<file path="src/rtl/w_conv_ctrl.sv">
// Iteration-loop controller for one FastICA component extraction: sequences
// update / diff-norm / threshold evaluation and reports convergence, timeout or stall.
module w_conv_ctrl #(
    parameter int DATA_WIDTH = 32,
    parameter int FRAC_BITS  = 16,
    parameter int ITER_WIDTH = 8,
    parameter int MAX_ITER   = 100,
    parameter int CONSEC     = 2,
    parameter int FLIP_EN    = 1,
    parameter int WDOG_WIDTH = 10
) (
    input  logic                         clk,
    input  logic                         rst_n,
    input  logic                         start,
    input  logic                         abort,
    input  logic [DATA_WIDTH-1:0]        threshold,
    output logic                         iter_start,
    input  logic                         iter_done,
    output logic                         diff_en,
    input  logic                         norm_valid,
    input  logic signed [DATA_WIDTH-1:0] norm_in,
    output logic                         busy,
    output logic                         done,
    output logic                         converged,
    output logic                         timed_out,
    output logic                         stalled,
    output logic [ITER_WIDTH-1:0]        iter_count,
    output logic [DATA_WIDTH-1:0]        last_norm
);

    localparam int CW = (CONSEC < 1) ? 1 : $clog2(CONSEC + 1);
    localparam logic [CW-1:0]         CONSEC_V   = CW'(CONSEC);
    localparam logic [ITER_WIDTH-1:0] MAX_ITER_V = ITER_WIDTH'(MAX_ITER);
    localparam logic signed [DATA_WIDTH:0] TWO_V =
        $signed({{(DATA_WIDTH-FRAC_BITS-1){1'b0}}, 2'b10, {FRAC_BITS{1'b0}}});

    typedef enum logic [1:0] {IDLE, WAIT_ITER, WAIT_NORM, EVAL} state_t;

    state_t                  state, state_nxt;
    logic                    iter_start_nxt, diff_en_nxt, done_nxt, busy_nxt;
    logic                    conv_nxt, tout_nxt, stall_nxt;
    logic [ITER_WIDTH-1:0]   iter_nxt;
    logic [DATA_WIDTH-1:0]   last_nxt;
    logic [CW-1:0]           consec, consec_nxt, consec_new;
    logic [WDOG_WIDTH-1:0]   wdog, wdog_nxt;
    logic [DATA_WIDTH-1:0]   thr_q;
    logic                    accept;
    logic                    hit;

    // Norm at or below threshold, or (sign-flipped w) at or above TWO - threshold.
    function automatic logic is_hit(input logic signed [DATA_WIDTH-1:0] norm,
                                    input logic [DATA_WIDTH-1:0] thr);
        logic signed [DATA_WIDTH:0] n_ext;
        logic signed [DATA_WIDTH:0] t_ext;
        n_ext = $signed({norm[DATA_WIDTH-1], norm});
        t_ext = $signed({1'b0, thr});
        return (n_ext <= t_ext) || ((FLIP_EN != 0) && (n_ext >= (TWO_V - t_ext)));
    endfunction

    function automatic logic [CW-1:0] sat_inc(input logic [CW-1:0] v);
        return (v == CONSEC_V) ? v : v + 1'b1;
    endfunction

    assign hit        = is_hit($signed(last_norm), thr_q);
    assign consec_new = hit ? sat_inc(consec) : '0;

    always_comb begin
        state_nxt      = state;
        iter_start_nxt = 1'b0;
        diff_en_nxt    = 1'b0;
        done_nxt       = 1'b0;
        conv_nxt       = converged;
        tout_nxt       = timed_out;
        stall_nxt      = stalled;
        iter_nxt       = iter_count;
        last_nxt       = last_norm;
        consec_nxt     = consec;
        wdog_nxt       = wdog;
        accept         = 1'b0;
        if (abort) begin
            state_nxt = IDLE;
        end else begin
            case (state)
                IDLE: begin
                    if (start) begin
                        accept         = 1'b1;
                        iter_nxt       = '0;
                        consec_nxt     = '0;
                        last_nxt       = '0;
                        conv_nxt       = 1'b0;
                        tout_nxt       = 1'b0;
                        stall_nxt      = 1'b0;
                        iter_start_nxt = 1'b1;
                        state_nxt      = WAIT_ITER;
                    end
                end
                WAIT_ITER: begin
                    if (iter_done) begin
                        diff_en_nxt = 1'b1;
                        wdog_nxt    = '0;
                        state_nxt   = WAIT_NORM;
                    end
                end
                WAIT_NORM: begin
                    if (norm_valid) begin
                        last_nxt  = norm_in;
                        iter_nxt  = iter_count + 1'b1;
                        state_nxt = EVAL;
                    end else if (wdog == '1) begin
                        stall_nxt = 1'b1;
                        done_nxt  = 1'b1;
                        state_nxt = IDLE;
                    end else begin
                        wdog_nxt = wdog + 1'b1;
                    end
                end
                EVAL: begin
                    consec_nxt = consec_new;
                    // Convergence wins over timeout when both happen on the same evaluation.
                    if (consec_new == CONSEC_V) begin
                        conv_nxt  = 1'b1;
                        done_nxt  = 1'b1;
                        state_nxt = IDLE;
                    end else if (iter_count == MAX_ITER_V) begin
                        tout_nxt  = 1'b1;
                        done_nxt  = 1'b1;
                        state_nxt = IDLE;
                    end else begin
                        iter_start_nxt = 1'b1;
                        state_nxt      = WAIT_ITER;
                    end
                end
                default: state_nxt = IDLE;
            endcase
        end
        busy_nxt = (state_nxt != IDLE);
    end

    always_ff @(posedge clk or negedge rst_n) begin
        if (!rst_n) begin
            state      <= IDLE;
            busy       <= 1'b0;
            iter_start <= 1'b0;
            diff_en    <= 1'b0;
            done       <= 1'b0;
            converged  <= 1'b0;
            timed_out  <= 1'b0;
            stalled    <= 1'b0;
            iter_count <= '0;
            last_norm  <= '0;
            consec     <= '0;
            wdog       <= '0;
        end else begin
            state      <= state_nxt;
            busy       <= busy_nxt;
            iter_start <= iter_start_nxt;
            diff_en    <= diff_en_nxt;
            done       <= done_nxt;
            converged  <= conv_nxt;
            timed_out  <= tout_nxt;
            stalled    <= stall_nxt;
            iter_count <= iter_nxt;
            last_norm  <= last_nxt;
            consec     <= consec_nxt;
            wdog       <= wdog_nxt;
        end
    end

    // Threshold is a data word: only meaningful after an accepted start, so no reset.
    always_ff @(posedge clk) begin
        if (accept) thr_q <= threshold;
    end

endmodule
</file>
<file path="config.mk">
export PLATFORM = sky130hd
export DESIGN_NAME = w_conv_ctrl
export DESIGN_NICKNAME = d
export VERILOG_FILES = /design/src/rtl/w_conv_ctrl.sv
export SDC_FILE = /design/constraint.sdc
export NUM_CORES = 1
export LEC_CHECK = 0
export ABC_AREA = 1
export BUFFER_PORTS_ARGS = -buffer_cell sky130_fd_sc_hd__buf_2
export CAP_MARGIN = 20
export CELL_PAD_IN_SITES_DETAIL_PLACEMENT = 0
export CELL_PAD_IN_SITES_GLOBAL_PLACEMENT = 1
export CORE_MARGIN = 2
export CORE_UTILIZATION = 45
export CTS_CLUSTER_DIAMETER = 150
export DETAILED_ROUTE_END_ITERATION = 10
export PLACE_DENSITY = 0.88
export SLEW_MARGIN = 10
export SYNTH_ARGS = -nofsm -noshare
export SYNTH_HDL_FRONTEND = slang
export SYNTH_SLANG_ARGS = --single-unit
export TNS_END_PERCENT = 1
</file>
<file path="constraint.sdc">
create_clock -name clk -period 7.5 [get_ports clk]
set_clock_uncertainty 0.05 [all_clocks]
set_input_delay 0.75 -clock clk [delete_from_list [all_inputs] [get_ports clk]]
set_output_delay 0.75 -clock clk [all_outputs]
set_load 0.005 [all_outputs]
</file>
==> flow_summary.toml <==
[clock_tree]
numCtsBuffers = 9
clkSlewWorstSetupHoldPaths_ps = 70
h-tree-depth = 3
holdBufCountCts = 0
root_buffer = "clkbuf_16"
post-cts-setup-buffer-count = 0
cts_buffer_depth = 2
cts_tree = "done"
clk-insertion-delay-late_ps = 360
clock_sinks = 93
cts_resized = 0

[layout]
antenna_cells = 0
drive_above_1_share_pct = 20.60
fillCellCount = 1265
finalNonFillerCells = 1011
area_delta_synth_final_pct = 17.92
multiInputGateArea_mm2 = 0.003117
nets = 974
ff_latch_area_mm2 = 0.002487
design_area_mm2 = 0.007146

[die]
die_w_um = 120.0
ios = 117
die_h_um = 120.0
die_area_mm2 = 0.01441
start_util_pct = 45.94
core_mm2 = 0.01319
std_cell_rows = 42

[grt]
grt_pass1_vias = 5030
grt_most_used_layer = "met2"
grt_antenna_before_repair = 0
use_met2_pct = 35.05
use_met3_pct = 4.087
grt_usage_pct = 21.06
grt_overflow_total = 0
grt_start_max_net_pins = 62
grt_use_met1_pct = 27.28
grt_pass1_wl_um = 23750

[sta]
min_period_ps = 3823
setup_viol = 0
max-slew-margin-rel_pct = 44.72
finalSetupTns_ps = 0
worstMarginPinSlew_ps = 829.2
fmax_ghz = 0.2615
hold_violations = 0
fin_crit_sh_pct = 50.98
report.final.slew_viol_count = 0
rsz0062_at_grt = "false"

[routing]
vias_per_cell = 5.032
wirelength_um = 14550
ant_nets = 0
drc_errors = 0
wl_per_cell_um = 14.39
vias = 5087
dr.pass1.iters = 5
drt_iter0_drc = 245

[logic_synthesis]
syn_inst = 707
synthArstFlopShare_pct = 65.59
yosysWarningCount = 0
synth_cell_types = 43
synthesis.area_mm2 = 0.006060
avgSynthCellArea_um2 = 8.571
dominantRegCellSynth = "dfrtp_1"
synth-seq-cells = 93
yosysSeqAreaShare_pct = 41.05
syn_nets = 851
synth_edf_count = 32

[power_and_ir_drop]
ir_drop_mv = 0.1318
design_power_total_mw = 1.913
leakage_nw = 3.817
p_per_area_mw_per_mm2 = 267.8

[worst_setup_path]
critPathMaxStageDelay_ps = 410
critPathKind = "reg2reg"
cpMostUsedCell = "nand2_1"
worstPathArrival_ps = 4040
crit_family = "simple AND/OR/NAND/NOR gates"
crit_fanout = 5
worstPathRequired_ps = 7720
slowest_stage = "edfxtp_1"
critPathCaptureType = "register"
crit_buf_inv = 2
start_kind = "register"

[placement]
dp_hpwl_um = 11170
dp.cells = 995
place_congestion = 0.8780
io_buffers = 116
placed_area_mm2 = 0.006860

[status]
status = "complete, no violations"

[worst_hold_path]
hp-class = "reg2reg"

[job]
maxCapViolations = 0
-- final timing paths --
path	start	endpoint	slack, ps	cells past startpoint
worst max-delay path	thr_q[0]$_DFFE_PP_	iter_start$_DFF_PN0_	3680	30
worst min-delay path	stalled$_DFFE_PN0P_	stalled$_DFFE_PN0P_	450	2
worst max register to register	thr_q[0]$_DFFE_PP_	iter_start$_DFF_PN0_	3680	30
worst min register to register	stalled$_DFFE_PN0P_	stalled$_DFFE_PN0P_	450	2
max in group asynchronous	rst_n	wdog[0]$_DFFE_PN0P_	6330	2
min in group asynchronous	rst_n	last_norm[4]$_DFFE_PN0P_	530	2
-- cells in the mapped netlist (all sizes together) (12+ instances only) --
| library cell | count | share of area [%] |
|---|---|---|
| o21ai | 27 | 2.2 |
| a22o | 30 | 4.3 |
| a21oi | 33 | 2.7 |
| nand2 | 161 | 10 |
| nand3 | 25 | 2.5 |
| xor2 | 23 | 3.3 |
| edfxtp | 32 | 16 |
| inv | 111 | 6.9 |
| dfrtp | 61 | 25 |
| ha | 74 | 15 |
| nor2 | 70 | 4.6 |
| nor3 | 12 | 1.4 |
-- cell families (layout without fill, tap and decap cells) --
logic type / count (synthesis) / after routing / synth area share (%)
simple gates: 292 / 292 / 21.64
buf+inv: 121 / 249 / 7.557
compound gates: 104 / 104 / 11.15
flops: 93 / 93 / 41.05
fa+ha+maj: 74 / 74 / 15.28
xor+xnor: 23 / 23 / 3.324
-- worst register-to-register path: cells and delay by family, from the launching register on --
kind | cells | cell delay [ps]
flops | 1 | 410
buf+inv | 2 | 150
simple gates | 24 | 2300
compound gates | 2 | 330
fa+ha+maj | 2 | 490
-- registers in the layout, indices dropped and copies added (netlist names) --
signal,cells
busy,1
wdog,10
state,2
diff_en,1
timed_out,1
consec,2
thr_q,32
last_norm,32
iter_start,1
converged,1
stalled,1
done,1
iter_count,8
-- area by class of cell --
class,count,share of cell area [%]
Multi-Input combinational cell,493,43.62
Inverter,113,5.953
Timing Repair Buffer,120,8.545
Sequential cell,93,34.81
Tap cell,176,3.082
Clock buffer,10,3.204
Clock inverter,6,0.7880
-- stage by stage --
step / hold WS [ps] / worst slack (ps) / util, %
after floorplan: 404.4 / 3871 / -
after global placement: 427.2 / 3782 / 52.01
after detailed placement: 429.4 / 3659 / 52.01
after CTS: 450.7 / 3632 / 54.17
after global routing: 483.7 / 3197 / 54.17
final: 449.1 / 3677 / 54.17
-- cells in the final DEF, fill, tap and decap left out, types with 5 or more instances in the layout --
cell	count
ha_1	74
o21ai_0	24
edfxtp_1	32
nand4_1	10
nand3_1	21
nand2_2	7
nor3_1	8
a21oi_1	33
dfrtp_1	61
inv_2	5
buf_2	116
a22o_1	30
nor2_2	8
xor2_1	23
inv_1	106
nor2_1	62
nand2_1	154
clkbuf_16	9
-- metal layers --
layer  share of wire (%)  vias to the layer above
met5                   0                        -
met4                 1.6                        0
met3                 4.7                       16
met2                  47                      117
met1                  47                     2373
li1                    -                     2581
-- power by group --
| part | switching (mW) | internal (mW) |
|---|---|---|
| Clock | 0.210 | 0.232 |
| Sequential | 0.118 | 0.643 |
| Combinational | 0.415 | 0.295 |
Power figures use the tool's default switching activity.
